--- src/rtl/fim_ram_rd_stream.sv ---
// Burst reader: issues sequential RAM reads under a credit limit and streams the
// returned words (with last/parity flags) through a small skid FIFO.
module fim_ram_rd_stream #(
  parameter int DEPTH      = 4,
  parameter int WIDTH      = 32,
  parameter int RD_LATENCY = 2   // 1 or 2
) (
  input  logic             clk,
  input  logic             rst_n,
  input  logic             req_valid,
  output logic             req_ready,
  input  logic [DEPTH-1:0] req_addr,
  input  logic [DEPTH:0]   req_len,
  output logic             ram_re,
  output logic [DEPTH-1:0] ram_raddr,
  input  logic [WIDTH-1:0] ram_dout,
  input  logic             ram_perr,
  output logic             out_valid,
  input  logic             out_ready,
  output logic [WIDTH-1:0] out_data,
  output logic             out_last,
  output logic             out_perr,
  output logic             done,
  output logic             err_sticky,
  output logic [DEPTH-1:0] err_addr,
  input  logic             err_clr
);

  localparam int L  = RD_LATENCY;
  localparam int FD = RD_LATENCY + 2;
  localparam int PW = $clog2(FD);
  localparam int CW = $clog2(2 * RD_LATENCY + 3);

  typedef enum logic [1:0] {IDLE, ISSUE, DRAIN} state_t;
  typedef struct packed {
    logic [WIDTH-1:0] data;
    logic             last;
    logic             perr;
  } ent_t;

  state_t                state_q, state_d;
  logic                  rdy_q, rdy_d;
  logic                  done_q, done_d;
  logic                  err_q, err_d;
  logic [DEPTH-1:0]      addr_q, addr_d;
  logic [DEPTH-1:0]      raddr_q, raddr_d;
  logic [DEPTH-1:0]      eaddr_q, eaddr_d;
  logic [DEPTH:0]        rem_q, rem_d;
  logic [CW-1:0]         infl_q, infl_d;
  logic [CW-1:0]         cnt_q, cnt_d;
  logic [PW-1:0]         wptr_q, wptr_d;
  logic [PW-1:0]         rptr_q, rptr_d;
  logic [L:1]            vld_q, vld_d;
  logic [L:1]            last_q, last_d;
  logic [L:1][DEPTH-1:0] tag_q, tag_d;
  ent_t                  fifo_q [FD];
  ent_t                  fifo_d [FD];
  logic                  accept, issue, push, pop;

  function automatic logic [PW-1:0] inc_ptr(input logic [PW-1:0] p);
    return (p == PW'(FD - 1)) ? '0 : p + 1'b1;
  endfunction

  always_comb begin
    accept = req_valid & rdy_q;
    // Credit counts only registered occupancy; a pop this cycle frees a slot next cycle.
    issue  = (state_q == ISSUE) && ((infl_q + cnt_q) < CW'(FD));
    push   = vld_q[L];
    pop    = (cnt_q != '0) & out_ready;

    vld_d     = vld_q;
    last_d    = last_q;
    tag_d     = tag_q;
    vld_d[1]  = issue;
    last_d[1] = issue && (rem_q == (DEPTH+1)'(1));
    tag_d[1]  = addr_q;
    for (int i = 2; i <= L; i++) begin
      vld_d[i]  = vld_q[i-1];
      last_d[i] = last_q[i-1];
      tag_d[i]  = tag_q[i-1];
    end

    infl_d = infl_q + CW'(issue) - CW'(push);
    cnt_d  = cnt_q + CW'(push) - CW'(pop);

    fifo_d = fifo_q;
    wptr_d = wptr_q;
    rptr_d = rptr_q;
    if (push) begin
      fifo_d[wptr_q] = '{data: ram_dout, last: last_q[L], perr: ram_perr};
      wptr_d         = inc_ptr(wptr_q);
    end
    if (pop) rptr_d = inc_ptr(rptr_q);

    addr_d  = addr_q;
    rem_d   = rem_q;
    raddr_d = raddr_q;
    if (accept) begin
      addr_d = req_addr;
      rem_d  = req_len;
    end
    if (issue) begin
      raddr_d = addr_q;
      addr_d  = addr_q + 1'b1;
      rem_d   = rem_q - 1'b1;
    end

    // A fresh error outranks a coincident clear and re-captures its address.
    err_d   = err_q;
    eaddr_d = eaddr_q;
    if (err_clr) err_d = 1'b0;
    if (push && ram_perr && (!err_q || err_clr)) begin
      err_d   = 1'b1;
      eaddr_d = tag_q[L];
    end

    state_d = state_q;
    done_d  = 1'b0;
    case (state_q)
      IDLE: begin
        if (accept) begin
          if (req_len == '0) done_d  = 1'b1;
          else               state_d = ISSUE;
        end
      end
      ISSUE: begin
        if (issue && (rem_q == (DEPTH+1)'(1))) state_d = DRAIN;
      end
      DRAIN: begin
        if ((infl_d == '0) && (cnt_d == '0)) begin
          state_d = IDLE;
          done_d  = 1'b1;
        end
      end
      default: state_d = IDLE;
    endcase
    rdy_d = (state_d == IDLE);
  end

  always_ff @(posedge clk or negedge rst_n) begin
    if (!rst_n) begin
      state_q <= IDLE;
      rdy_q   <= 1'b0;
      done_q  <= 1'b0;
      err_q   <= 1'b0;
      addr_q  <= '0;
      raddr_q <= '0;
      eaddr_q <= '0;
      rem_q   <= '0;
      infl_q  <= '0;
      cnt_q   <= '0;
      wptr_q  <= '0;
      rptr_q  <= '0;
      vld_q   <= '0;
      last_q  <= '0;
      tag_q   <= '0;
      for (int i = 0; i < FD; i++) fifo_q[i] <= '0;
    end else begin
      state_q <= state_d;
      rdy_q   <= rdy_d;
      done_q  <= done_d;
      err_q   <= err_d;
      addr_q  <= addr_d;
      raddr_q <= raddr_d;
      eaddr_q <= eaddr_d;
      rem_q   <= rem_d;
      infl_q  <= infl_d;
      cnt_q   <= cnt_d;
      wptr_q  <= wptr_d;
      rptr_q  <= rptr_d;
      vld_q   <= vld_d;
      last_q  <= last_d;
      tag_q   <= tag_d;
      fifo_q  <= fifo_d;
    end
  end

  assign req_ready  = rdy_q;
  assign ram_re     = issue;
  assign ram_raddr  = issue ? addr_q : raddr_q;
  assign out_valid  = (cnt_q != '0);
  assign out_data   = fifo_q[rptr_q].data;
  assign out_last   = out_valid & fifo_q[rptr_q].last;
  assign out_perr   = out_valid & fifo_q[rptr_q].perr;
  assign done       = done_q;
  assign err_sticky = err_q;
  assign err_addr   = eaddr_q;

endmodule

--- config.mk ---
export PLATFORM = sky130hd
export DESIGN_NAME = fim_ram_rd_stream
export DESIGN_NICKNAME = d
export VERILOG_FILES = /design/src/rtl/fim_ram_rd_stream.sv
export SDC_FILE = /design/constraint.sdc
export NUM_CORES = 1
export LEC_CHECK = 0
export BUFFER_PORTS_ARGS = -buffer_cell sky130_fd_sc_hd__buf_2
export CELL_PAD_IN_SITES_DETAIL_PLACEMENT = 0
export CELL_PAD_IN_SITES_GLOBAL_PLACEMENT = 1
export CORE_ASPECT_RATIO = 2
export CORE_UTILIZATION = 44
export CTS_BUF_LIST = sky130_fd_sc_hd__clkbuf_16
export CTS_CLUSTER_SIZE = 14
export DETAILED_ROUTE_END_ITERATION = 8
export PLACE_DENSITY_LB_ADDON = 0.08
export SYNTH_ARGS = -nofsm -noshare
export SYNTH_HDL_FRONTEND = slang
export SYNTH_SLANG_ARGS = --single-unit
--- constraint.sdc ---
create_clock -name clk -period 3.2 [get_ports clk]
set_clock_uncertainty 0.2 [all_clocks]
set_input_delay 0.48 -clock clk [delete_from_list [all_inputs] [get_ports clk]]
set_output_delay 0.48 -clock clk [all_outputs]
set_load 0.005 [all_outputs]
==> results.py <==
metrics = {
    "outcome": {
        "outcome": "complete, no violations",
    },
    "synthesis": {
        "synth-edff-count": 0,
        "avgSynthCellArea_um2": 15.5,
        "ys_warn_count": 0,
        "ys_seq_area_frac": 0.571,
        "synth_top_family_by_area": "multiplexers",
        "netlist_instances": 508,
        "synth_top_cells_by_count": "180 x dfrtp_1, 145 x mux2_2, 34 x mux4_2, 20 x nand2_1",
        "syn_nets": 570,
        "ys.flop_type": "dfrtp_1",
        "synth_top_cell_area_share": 0.571,
        "synthAdderAreaFrac": 0.0257,
        "synthXorXnorAreaFrac": 0.00761,
        "synthMostInstantiatedCell": "dfrtp_1",
        "synth_cell_type_count": 42,
        "synth_compound_area_frac": 0.0243,
        "syn_area_um2": 7890,
        "async_flop_share": 1.00,
        "synth_area_leaders": "dfrtp_1 57%, mux2_2 21%, mux4_2 9.7%, ha_1 2.1%, buf_2 1.1%",
        "ys_seq_elements": 180,
        "synth_mux_area_frac": 0.308,
        "synth_top_area_cell": "dfrtp_1",
        "synth-simple-area-share": 0.0368,
    },
    "sta": {
        "hold_ws_ps": 54.5,
        "final-hold-violation-count": 0,
        "drv_slew": 0,
        "fmax_mhz": 322,
        "relSlewSlack": 0.456,
        "fin_crit_ps": 3110,
        "tightest_slew_ps": 816,
        "post-route-period-util": 0.970,
        "setup_violations": 0,
    },
    "power_and_ir_drop": {
        "vdd_ir_drop_max_uv": 644,
        "swShare": 0.323,
        "intPower_mw": 7.27,
        "p_leak_nw": 4.17,
        "comb_power_share": 0.417,
        "powerDensity_nw_per_um2": 1150,
        "clock_power_share": 0.195,
        "pwr-share-seq": 0.388,
        "switching_power_mw": 3.47,
    },
    "drt": {
        "wirelength_mm": 16.3,
        "ant_nets": 0,
        "via_per_inst": 5.46,
        "drtIter0Drc": 104,
        "wl_per_cell_um": 19.4,
        "dr.pass1.iters": 4,
        "vias": 4591,
        "drc_errors": 0,
    },
    "critical_path": {
        "path_delay_family": "simple AND/OR/NAND/NOR gates",
        "path_class": "reg -> reg",
        "path_buf_inv": 2,
        "cp.arrival_ps": 3210,
        "crit_slowest_cell": "or4_4",
        "cp_max_fo": 3,
        "cp-end-kind": "flip-flop",
        "cp_cell_sequence": "or3_4 > nand2_2 > inv_2 > ha_4 > inv_1 > ha_2 > fa_1 > or4_4 > o31ai_4 > o21ai_0",
        "r2r-end": "state_q[1]$_DFF_PN0_",
        "r2r-start": "cnt_q[1]$_DFF_PN0_",
        "reg2reg_slack_ps": 90,
        "cp.required_ps": 3310,
        "critPathLaunchType": "flip-flop",
        "rr_worst_depth": 10,
        "slowest_delay_ps": 510,
    },
    "cts": {
        "clock-sinks": 180,
        "cts_made_buffers": 17,
        "cts_root_buf": "clkbuf_16",
        "insertion_delay_ps": 430,
        "clkTransAtPathRegs_ps": 70,
        "htreeDepth": 4,
        "ctsLongestPathBuffers": 2,
        "cts_tree": "done",
    },
    "placed_design": {
        "placed_area_um2": 8680,
        "place_congestion": 0.732,
        "io_buffers": 93,
        "dp_hpwl_mm": 10.8,
    },
    "global_route": {
        "overflow": 0,
        "antenna_found_initial": 0,
        "grt_pass1_vias": 5283,
        "grt_max_degree": 75,
        "grt_pass1_wl_mm": 27.5,
        "gr-usage-all-layers": 0.191,
    },
    "final_layout": {
        "fin_nets": 681,
        "final_cell_area_um2": 9360,
        "fillers": 1492,
        "insertedDiodeCount": 0,
        "finish.utilization": 0.539,
        "area_growth_pct": 18.6,
        "drive_gt1_frac": 0.540,
    },
    "min_path": {
        "worstHoldStart": "err_clr",
        "hold_path_class": "in -> reg",
        "min_path_cells": 2,
        "min_to": "err_sticky$_DFFE_PN0P_",
    },
    "run": {
        "drv_cap": 0,
    },
    "floorplanning": {
        "die_w_um": 96.7,
        "ios": 94,
        "num_rows": 68,
        "die_area_um2": 18500,
        "die_h_um": 191,
        "initial_utilization": 0.454,
        "core_area_um2": 17400,
    },
}
==> per-layer routing <==
layer	vias up	wire, um	GRT usage
li1	2078	-	-
met3	13	382	0.0369
met1	2428	6670	0.228
met2	72	9030	0.345
met4	0	220	0.0637
met5	-	0	0
==> through the flow <==
| step | setup WS [ps] | power [mW] | instances | setup TNS [ps] |
|---|---|---|---|---|
| floorplan | 75.8 | 7.13 | 508 | 0 |
| global placement | 111 | 8.45 | 807 | 0 |
| detailed placement | 35.7 | 8.68 | 807 | 0 |
| CTS | 5.14 | 10.8 | 839 | 0 |
| global route | -56.8 | 11.5 | 841 | -114 |
| finish | 94.7 | 10.7 | 841 | 0 |
==> kinds of logic (layout without fill, tap and decap cells) <==
kind of cell,after synthesis,in the layout
compound gates,26,26
xor+xnor,6,6
fa+ha+maj,15,15
buf+inv,44,167
flops,180,180
mux,182,182
simple gates,55,55
==> cells in the final DEF (no fill, tap or decap), types with 3 or more instances in the layout <==
cell type / Yosys / layout
dfrtp_1: 180 / 178
mux2_2: 145 / 145
buf_2: 18 / 92
mux4_2: 34 / 34
buf_4: 2 / 22
inv_1: 18 / 19
clkbuf_16: 0 / 17
nand2_1: 20 / 15
ha_1: 13 / 10
nor2_1: 7 / 7
nand3_1: 7 / 7
nand2_2: 1 / 6
a22o_1: 6 / 6
o21ai_0: 5 / 5
xnor2_1: 4 / 4
a21oi_1: 4 / 4
and2_1: 4 / 4
nand4b_1: 4 / 4
nor3_1: 3 / 3
mux2i_1: 3 / 3
nand4_1: 3 / 3
clkinvlp_4: 0 / 3
bufinv_16: 0 / 3
==> power groups by stage <==
stage | sequential [mW] | combinational [mW] | clock (mW)
detailed placement | 4.21 | 4.46 | 0
finish | 4.17 | 4.48 | 2.10
global placement | 4.11 | 4.34 | 0
CTS | 4.17 | 4.47 | 2.16
floorplan | 3.87 | 3.26 | 0
global route | 4.33 | 4.91 | 2.25
==> layout make-up <==
class / count / area [um2] / share of cell area
clock buffer: 17 / 425 / 0.0455
clock inverter: 14 / 163 / 0.0174
inverter: 18 / 67.6 / 0.00722
multi-input combinational: 284 / 3240 / 0.347
sequential: 180 / 4510 / 0.482
tap: 210 / 263 / 0.0281
timing repair buffer: 118 / 687 / 0.0734
==> registers in the layout, indices dropped and copies added (netlist names), 3 cells and up <==
name and flops:
err_addr 4, tag_d 4, tag_q 4, fifo_q 136, infl_q 3, rem_q 5, addr_q 4, raddr_q 4
cnt_q 3
==> how the worst max path moves through the flow <==
| stage | start | endpoint | slack (ps) | cells past startpoint |
|---|---|---|---|---|
| after CTS | cnt_q[1]$_DFF_PN0_ | state_q[1]$_DFF_PN0_ | 5 | 10 |
| after detailed placement | cnt_q[1]$_DFF_PN0_ | state_q[1]$_DFF_PN0_ | 40 | 10 |
| after floorplan | infl_q[1]$_DFF_PN0_ | state_q[1]$_DFF_PN0_ | 80 | 10 |
| after global placement | cnt_q[1]$_DFF_PN0_ | state_q[1]$_DFF_PN0_ | 110 | 10 |
| final | cnt_q[1]$_DFF_PN0_ | state_q[1]$_DFF_PN0_ | 90 | 10 |
| after global routing | cnt_q[1]$_DFF_PN0_ | req_ready$_DFF_PN0_ | -60 | 10 |
==> what timing repair did <==
action                     CTS  global route
buffers inserted             0             2
hold endpoints to repair    71             0
resized for setup            0            10
hold buffers                 1             0
setup endpoints to repair    0             3
(Power assumes the default switching activity.)
